File: config.mk
export PLATFORM = sky130hd
export DESIGN_NAME = moore_seq_det
export DESIGN_NICKNAME = d
export VERILOG_FILES = /design/src/rtl/moore_seq_det_pkg.sv /design/src/rtl/moore_seq_det_next.sv /design/src/rtl/moore_seq_det.sv
export SDC_FILE = /design/constraint.sdc
export NUM_CORES = 1
export LEC_CHECK = 0
export CAP_MARGIN = 30
export CORE_MARGIN = 1.5
export CORE_UTILIZATION = 54
export CTS_BUF_LIST = sky130_fd_sc_hd__clkbuf_4 sky130_fd_sc_hd__clkbuf_8
export DETAILED_ROUTE_END_ITERATION = 8
export PLACE_DENSITY = 0.81
export SKIP_CTS_REPAIR_TIMING = 1
export SLEW_MARGIN = 20
export SYNTH_ARGS = -nofsm -noshare
export SYNTH_HDL_FRONTEND = slang
export SYNTH_SLANG_ARGS = --single-unit
File: constraint.sdc
create_clock -name clk -period 4 [get_ports clk]
set_input_delay 0.8 -clock clk [delete_from_list [all_inputs] [get_ports clk]]
set_output_delay 0.8 -clock clk [all_outputs]
set_load 0.005 [all_outputs]
File: src/rtl/moore_seq_det_pkg.sv
// moore_seq_det shared constants and helpers.
// State-width function plus default parameter values.
package moore_seq_det_pkg;

  localparam int DEF_PAT_W = 4;
  localparam logic [DEF_PAT_W-1:0] DEF_PAT_INIT = 4'b1011;
  localparam int DEF_CNT_W = 8;

  function automatic int state_w(input int pat_w);
    return $clog2(pat_w + 1);
  endfunction

endpackage

File: src/rtl/moore_seq_det_next.sv
// Longest-prefix next-state search for moore_seq_det.
// Purely combinational; the largest matching k wins.
import moore_seq_det_pkg::*;

module moore_seq_det_next #(
  parameter int PAT_W = DEF_PAT_W,
  parameter int SW    = state_w(DEF_PAT_W)
) (
  input  logic [PAT_W-1:0] i_hist,
  input  logic [SW-1:0]    i_len,
  input  logic [PAT_W-1:0] i_pat,
  output logic [SW-1:0]    o_state
);

  logic [PAT_W-1:0] w_mask;
  logic [PAT_W-1:0] w_pre;

  always_comb begin
    o_state = '0;
    w_mask  = '0;
    w_pre   = '0;
    for (int k = 1; k <= PAT_W; k++) begin
      w_mask = {PAT_W{1'b1}} >> (PAT_W - k);
      w_pre  = i_pat >> (PAT_W - k);
      if (SW'(k) <= i_len &&
          ((i_hist ^ w_pre) & w_mask) == '0)
        o_state = SW'(k);
    end
  end

endmodule

File: src/rtl/moore_seq_det.sv
// Parametrised Moore serial sequence detector, runtime pattern.
// Define MOORE_SEQ_DET_COUNT_EN to add the saturating match counter.
import moore_seq_det_pkg::*;

module moore_seq_det #(
  parameter int               PAT_W    = DEF_PAT_W,
  parameter logic [PAT_W-1:0] PAT_INIT = DEF_PAT_INIT,
  parameter int               CNT_W    = DEF_CNT_W
) (
  input  logic                         clk,
  input  logic                         reset,
  input  logic                         in_valid,
  input  logic                         in,
  input  logic                         overlap,
  input  logic                         pat_load,
  input  logic [PAT_W-1:0]             pat_in,
`ifdef MOORE_SEQ_DET_COUNT_EN
  input  logic                         cnt_clr,
  output logic [CNT_W-1:0]             match_cnt,
`endif
  output logic [state_w(PAT_W)-1:0]    state_out,
  output logic                         out
);

  localparam int SW = state_w(PAT_W);
  localparam logic [SW-1:0] L_FULL = SW'(PAT_W);

  if (PAT_W < 2 || PAT_W > 16 || CNT_W < 1) begin : g_bad_cfg
    $error("moore_seq_det: illegal PAT_W or CNT_W");
  end

  logic [PAT_W-1:0] r_pat;
  // Oldest history bit is never compared again, so only PAT_W-1 are kept.
  logic [PAT_W-2:0] r_hist;
  logic [SW-1:0]    r_len;
  logic [SW-1:0]    r_state;
  logic             r_out;

  logic             w_acc;
  logic [SW-1:0]    w_base_len;
  logic [SW-1:0]    w_len_nxt;
  logic [PAT_W-1:0] w_hist_nxt;
  logic [SW-1:0]    w_state_nxt;

  assign w_acc      = in_valid & ~pat_load;
  assign w_base_len = (!overlap && r_state == L_FULL) ? '0 : r_len;
  assign w_len_nxt  = (w_base_len == L_FULL) ? L_FULL
                                             : w_base_len + 1'b1;
  assign w_hist_nxt = {r_hist, in};

  moore_seq_det_next #(
    .PAT_W (PAT_W),
    .SW    (SW)
  ) u_next (
    .i_hist  (w_hist_nxt),
    .i_len   (w_len_nxt),
    .i_pat   (r_pat),
    .o_state (w_state_nxt)
  );

  always_ff @(posedge clk or negedge reset) begin
    if (!reset) begin
      r_pat   <= PAT_INIT;
      r_hist  <= '0;
      r_len   <= '0;
      r_state <= '0;
      r_out   <= 1'b0;
    end else if (pat_load) begin
      r_pat   <= pat_in;
      r_hist  <= '0;
      r_len   <= '0;
      r_state <= '0;
      r_out   <= 1'b0;
    end else if (in_valid) begin
      r_hist  <= w_hist_nxt[PAT_W-2:0];
      r_len   <= w_len_nxt;
      r_state <= w_state_nxt;
      r_out   <= (w_state_nxt == L_FULL);
    end
  end

  assign state_out = r_state;
  assign out       = r_out;

`ifdef MOORE_SEQ_DET_COUNT_EN
  logic             w_hit;
  logic [CNT_W-1:0] r_cnt;

  assign w_hit = w_acc && (w_state_nxt == L_FULL);

  always_ff @(posedge clk or negedge reset) begin
    if (!reset)
      r_cnt <= '0;
    else if (cnt_clr)
      r_cnt <= '0;
    else if (w_hit && r_cnt != '1)
      r_cnt <= r_cnt + 1'b1;
  end

  assign match_cnt = r_cnt;
`endif

endmodule
==> reports/metrics.csv, run 1 <==
metric,value,unit
yosys warns,0,
Iter 0 DRT Violations,9,
"Seq/Total Area, Yosys",41.3,%
leakage power,0.451,nW
final setup margin,1.06,ns
final hold vios,0,
Diodes inserted,0,
initial antenna violation count,0,
WS Path Type,input pin to flop,
hold path cells,2,
CP arrival,3.17,ns
Clock Sinks,14,
P&R area growth vs syn,19.1,%
PortBufs,13,
First-pass DRT Iterations,4,
Synth area leaders,"dfrtp_1 (32%), dfstp_2 (9.2%), mux2_2 (6.6%)",
crit path cell chain,"clkdlybuf4s50_1, or4b_4, nand2_1, inv_1, ha_1, nand2b_1, or3_1, a21oi_1, o32ai_1, a22o_1",
Synth Register Bits,14,
nature of the critical path endpoint,flop,
dominant cell type by area after synthesis,dfrtp_1,
Longest Clk Path Bufs,2,
Worst Max-Slew Pin Slew,0.628,ns
first-pass GRT wire length,2.89,mm
Placed Cells,111,
Crit Path Max Fanout,7,
DIE HEIGHT,42.9,µm
"slowest stage delay, CP",0.58,ns
"Cell Count, Final, Fillers Out",115,
clock buffer count from CTS,3,
"EDFF count, synth",0,
Core Region,1490,µm²
largest net degree at the start of global routing,15,
Syn Std Cell Area,858,µm²
number of max-cap violations,0,
worst r2r path cells,9,
fraction of registers with async set/reset,100,%
RSZ-0062 raised after global routing,no,
Critical Path Start,overlap,
reg2reg end,state_out[0],
pre-CTS setup slack,0.763,ns
# IOs,14,
worst r2r src,state_out[0],
Overflow after GRT,0,
status,"finished, final reports clean",
slowest CP cell,or4b_4,
Startpoint Class,input pin,
Slew Limit Headroom,58.0,%
Synth Flop Type,dfrtp_1,
clk_skew,0.00295,ns
die area,1840,µm²
# fillers,113,
most frequent cell after synthesis,dfrtp_1,
starting density of the core,57.6,%
Hold Crit Class,flop to flop,
layout cells sized above 1,13.1,%
syn_area_per_cell,9.87,µm²
maximum vdd drop,0.000196,V
hold endpoint,out,
max-slew violation count,0,
Tot Pwr,0.000335,W
Cell Pwr Density,328,nW/µm²
GRT Total Usage,21.5,%
gpl congestion,0.759,
CTS root buf,clkbuf_4,
CP Data Required Time,4.22,ns
"Reg clk slew, reported paths",0.09,ns
FF/Latch Area,354,µm²
routed len/inst,14.3,µm
Total Wirelength,1.64,mm
Setup Viol. Count Final,0,
clock latency on the worst-skew pair,0.28,ns
DIE WIDTH,42.9,µm
routed vias,671,
DRC,0,
Min-Delay Startpoint,out,
FF-to-FF setup slack,1.62,ns
H-Tree Depth,1,
final core occ,68.7,%
fin crit share,73.6,%
NumNets Final,113,
fin crit period,2.94,ns
Netlist cell types,31,
Gate Count Post-Synth,87,
Site Rows,14,
DRT antenna net count,0,
CTS tree,done,
Via-to-Cell Ratio,5.83,
highest clock rate,340,MHz
post-DP HPWL,1.25,mm
Post-synth top cells,"dfrtp_1 (11), nor2_1 (7), xnor2_1 (6)",
number of global-route vias before repair,718,
Synth top area share,32.1,%
Synth Net Count,100,
final setup TNS,0,ns
area of the multi-input gates,463,µm²
==> worst max-delay path: cells and delay by family <==
| family | cells | cell delay, ns |
|---|---|---|
| compound gates | 3 | 0.56 |
| buf+inv | 2 | 0.49 |
| fa+ha+maj | 1 | 0.26 |
| simple gates | 4 | 1.05 |
==> final cells by class <==
cell class,count,share of cell area (%)
inverter,5,1.84
sequential,14,34.6
clock buffer,4,3.55
multi-input combinational,63,45.3
timing repair buffer,13,12.7
tap,16,1.96
==> report_power, final <==
part | leakage [nW] | switching [W] | internal [W]
Clock | 0.0210 | 0.0000475 | 0.0000553
Combinational | 0.250 | 0.0000315 | 0.0000377
Sequential | 0.180 | 0.0000105 | 0.000152
Total | 0.451 | 0.0000896 | 0.000245
==> worst max path at each step <==
stage	to	depth (start not counted)
after detailed placement	state_out[0]	9
after floorplan	state_out[0]	8
after global routing	state_out[0]	10
final	state_out[0]	10
after CTS	state_out[0]	9
after global placement	state_out[0]	9
==> sequential cells by signal, summed over array words and instances, names as in the netlist <==
signal     cells
out            1
r_hist         3
r_len          3
r_pat          4
state_out      3
==> metal layers <==
layer | routed length [µm] | track usage (%) | vias to the layer above
met5 | 0 | 0 | -
met4 | 16 | 11.9 | 0
met3 | 97 | 7.23 | 2
met2 | 849 | 39.1 | 21
met1 | 680 | 20.7 | 316
li1 | - | - | 332
==> cells in the final DEF (no fill, tap or decap), types with 2 or more instances in the layout <==
cell	instances
xor2_1	4
dfstp_2	3
a22o_1	2
a21oi_1	5
o21ai_0	2
clkbuf_4	3
xnor2_1	6
nand3_1	4
nor2_1	7
mux2_2	5
inv_1	5
a211oi_1	2
mux2i_1	4
nand2_1	5
dfrtp_1	11
ha_1	3
clkdlybuf4s50_1	13
==> cells by family after synthesis <==
group	Yosys count	share of synthesized area (%)
simple gates	23	13.9
compound gates	18	14.3
flops	14	41.3
xor+xnor	10	10.2
buf+inv	10	4.81
mux	9	11.2
fa+ha+maj	3	4.37
==> stage by stage <==
stage | instance area [µm²] | hold slack [ns]
final | 1020 | 0.536
after detailed placement | 986 | 0.525
after global placement | 986 | 0.515
after CTS | 1020 | 0.539
after global routing | 1020 | 0.573
after floorplan | 858 | 0.486
Power figures use the tool's default switching activity.
==> run 2, diff against run 1 <==
==> constraint.sdc (replaced) <==
create_clock -name clk -period 3 [get_ports clk]
set_input_delay 0.6 -clock clk [delete_from_list [all_inputs] [get_ports clk]]
set_output_delay 0.6 -clock clk [all_outputs]
set_load 0.005 [all_outputs]
==> run 2 against run 1 <==
Via count is 4.5% higher. Cell count grew 0.87%. Non-clock buffer count grew 1. Count of clock-buffer cells in the layout unchanged. Clock power is 30% higher. Routed wire length up 2.6%. Critical path depth shrank 1. Setup slack lost 0.87 ns. Sequential share of layout area shrank 0.25 points. Register-to-register slack lost 1.1 ns. Critical endpoint unchanged. Largest cell class unchanged.
==> reports/metrics.csv, run 2 (same netlist as run 1, synthesis figures left out) <==
metric,value,unit,change
largest net degree at the start of global routing,15,,unchanged
first-pass GRT wire length,3.00,mm,+3.8%
Hold Crit Class,flop to flop,,
Site Rows,14,,unchanged
"commonest non-fill, non-tap cell in the layout",clkdlybuf4s50_1,,
CP Data Required Time,3.17,ns,-1.05 ns
DIE WIDTH,42.9,µm,unchanged
Largest Register,r_pat,,
Core Region,1490,µm²,unchanged
First-pass DRT Iterations,3,,-1
number of global-route vias before repair,751,,+4.6%
Slew Limit Headroom,57.3,%,-0.75 points
Diodes inserted,0,,unchanged
PortBufs,13,,unchanged
final hold vios,0,,unchanged
Min Hold Slack,0.532,ns,-0.00371 ns
routed len/inst,14.5,µm,+1.7%
clock buffer count from CTS,3,,unchanged
Longest Clk Path Bufs,2,,unchanged
gpl congestion,0.773,,+1.8%
CTS root buf,clkbuf_4,,
"Reg clk slew, reported paths",0.08,ns,about the same
fin crit period,2.81,ns,
# IOs,14,,unchanged
GRT Total Usage,22.4,%,+0.96 points
Iter 0 DRT Violations,5,,-4
Total Wirelength,1.69,mm,+2.6%
Overflow after GRT,0,,unchanged
Setup Viol. Count Final,0,,unchanged
fin crit share,93.7,%,
WS Path Type,input pin to flop,,
clock latency on the worst-skew pair,0.28,ns,about the same
max-slew violation count,0,,unchanged
maximum vdd drop,0.000333,V,+70%
pre-CTS setup slack,-0.0833,ns,-0.846 ns
H-Tree Depth,1,,unchanged
post-DP HPWL,1.32,mm,+5.9%
most frequent cells in the layout,"clkdlybuf4s50_1 (13), dfrtp_1 (11), nor2_1 (7), xnor2_1 (6)",,
leakage power,0.455,nW,+0.92%
layout cells sized above 1,14.0,%,+0.87 points
area of the multi-input gates,463,µm²,unchanged
DRT antenna net count,0,,unchanged
DIE HEIGHT,42.9,µm,unchanged
Startpoint Class,input pin,,
CP arrival,2.98,ns,-0.19 ns
die area,1840,µm²,unchanged
initial antenna violation count,0,,unchanged
Worst Max-Slew Pin Slew,0.639,ns,+0.0112 ns
highest clock rate,356,MHz,
clk_skew,0.000382,ns,-0.00257 ns
starting density of the core,57.6,%,unchanged
Cell Pwr Density,432,nW/µm²,+32%
status,"finished, final reports clean",,
P&R area growth vs syn,20.0,%,
number of max-cap violations,0,,unchanged
nature of the critical path endpoint,flop,,
Via-to-Cell Ratio,6.04,,+3.6%
routed vias,701,,+4.5%
CTS tree,done,,
NumNets Final,114,,+0.88%
DRC,0,,unchanged
FF-to-FF setup slack,0.54,ns,-1.08 ns
Clock Sinks,14,,unchanged
final setup margin,0.188,ns,-0.867 ns
Crit Path Max Fanout,7,,unchanged
FF/Latch Area,354,µm²,unchanged
# fillers,114,,+0.88%
max FFs per register,4,,unchanged
RSZ-0062 raised after global routing,no,,
## run 2: where the power goes
part | total (W) | switching [W] | internal [W]
sequential | 0.000217 | 0.0000140 | 0.000203
clock | 0.000134 | 0.0000604 | 0.0000738
combinational | 0.0000934 | 0.0000430 | 0.0000504
## run 2: per-stage QoR
step / instances / TNS, ns / utilization (%) / total power, W / area, µm²
floorplan: 87 / 0 / - / 0.000282 / 858
global placement: 112 / 0 / 66.7 / 0.000309 / 993
detailed placement: 112 / -0.0833 / 66.7 / 0.000315 / 993
CTS: 116 / 0 / 69.2 / 0.000450 / 1030
global route: 116 / 0 / 69.2 / 0.000470 / 1030
finish: 116 / 0 / 69.2 / 0.000445 / 1030
## run 2: area by class of cell
type | instances | area share [%]
tap | 16 | 1.94
inverter | 5 | 1.82
multi-input combinational | 63 | 45.0
clock buffer | 4 | 3.52
timing repair buffer | 14 | 13.4
sequential | 14 | 34.4
## run 2: per-layer routing
layer / vias to the layer above / global-route usage, % / wire [µm]
met1: 336 / 21.7 / 681
met3: 10 / 4.68 / 51
met5: - / 0 / 0
met4: 0 / 18.8 / 87
li1: 335 / - / -
met2: 20 / 39.7 / 865
## run 2: critical path: stages
cell and delay [ns]:
clkdlybuf4s50_1 0.42, or4b_4 0.58, nand2_1 0.14, inv_1 0.07
ha_1 0.25, mux2_2 0.30, o31ai_1 0.26, o32ai_1 0.15
a22o_1 0.21
## run 2: path summary, 6_finish.rpt
kind                       depth (start not counted)      endpoint          from
setup / recovery                                   9  state_out[0]       overlap
max in group asynchronous                          1     r_hist[2]         reset
setup reg to reg                                   8  state_out[0]  state_out[0]
hold / removal                                     2      r_len[1]      r_len[1]
hold reg to reg                                    2      r_len[1]      r_len[1]
min in group asynchronous                          1      r_len[2]         reset
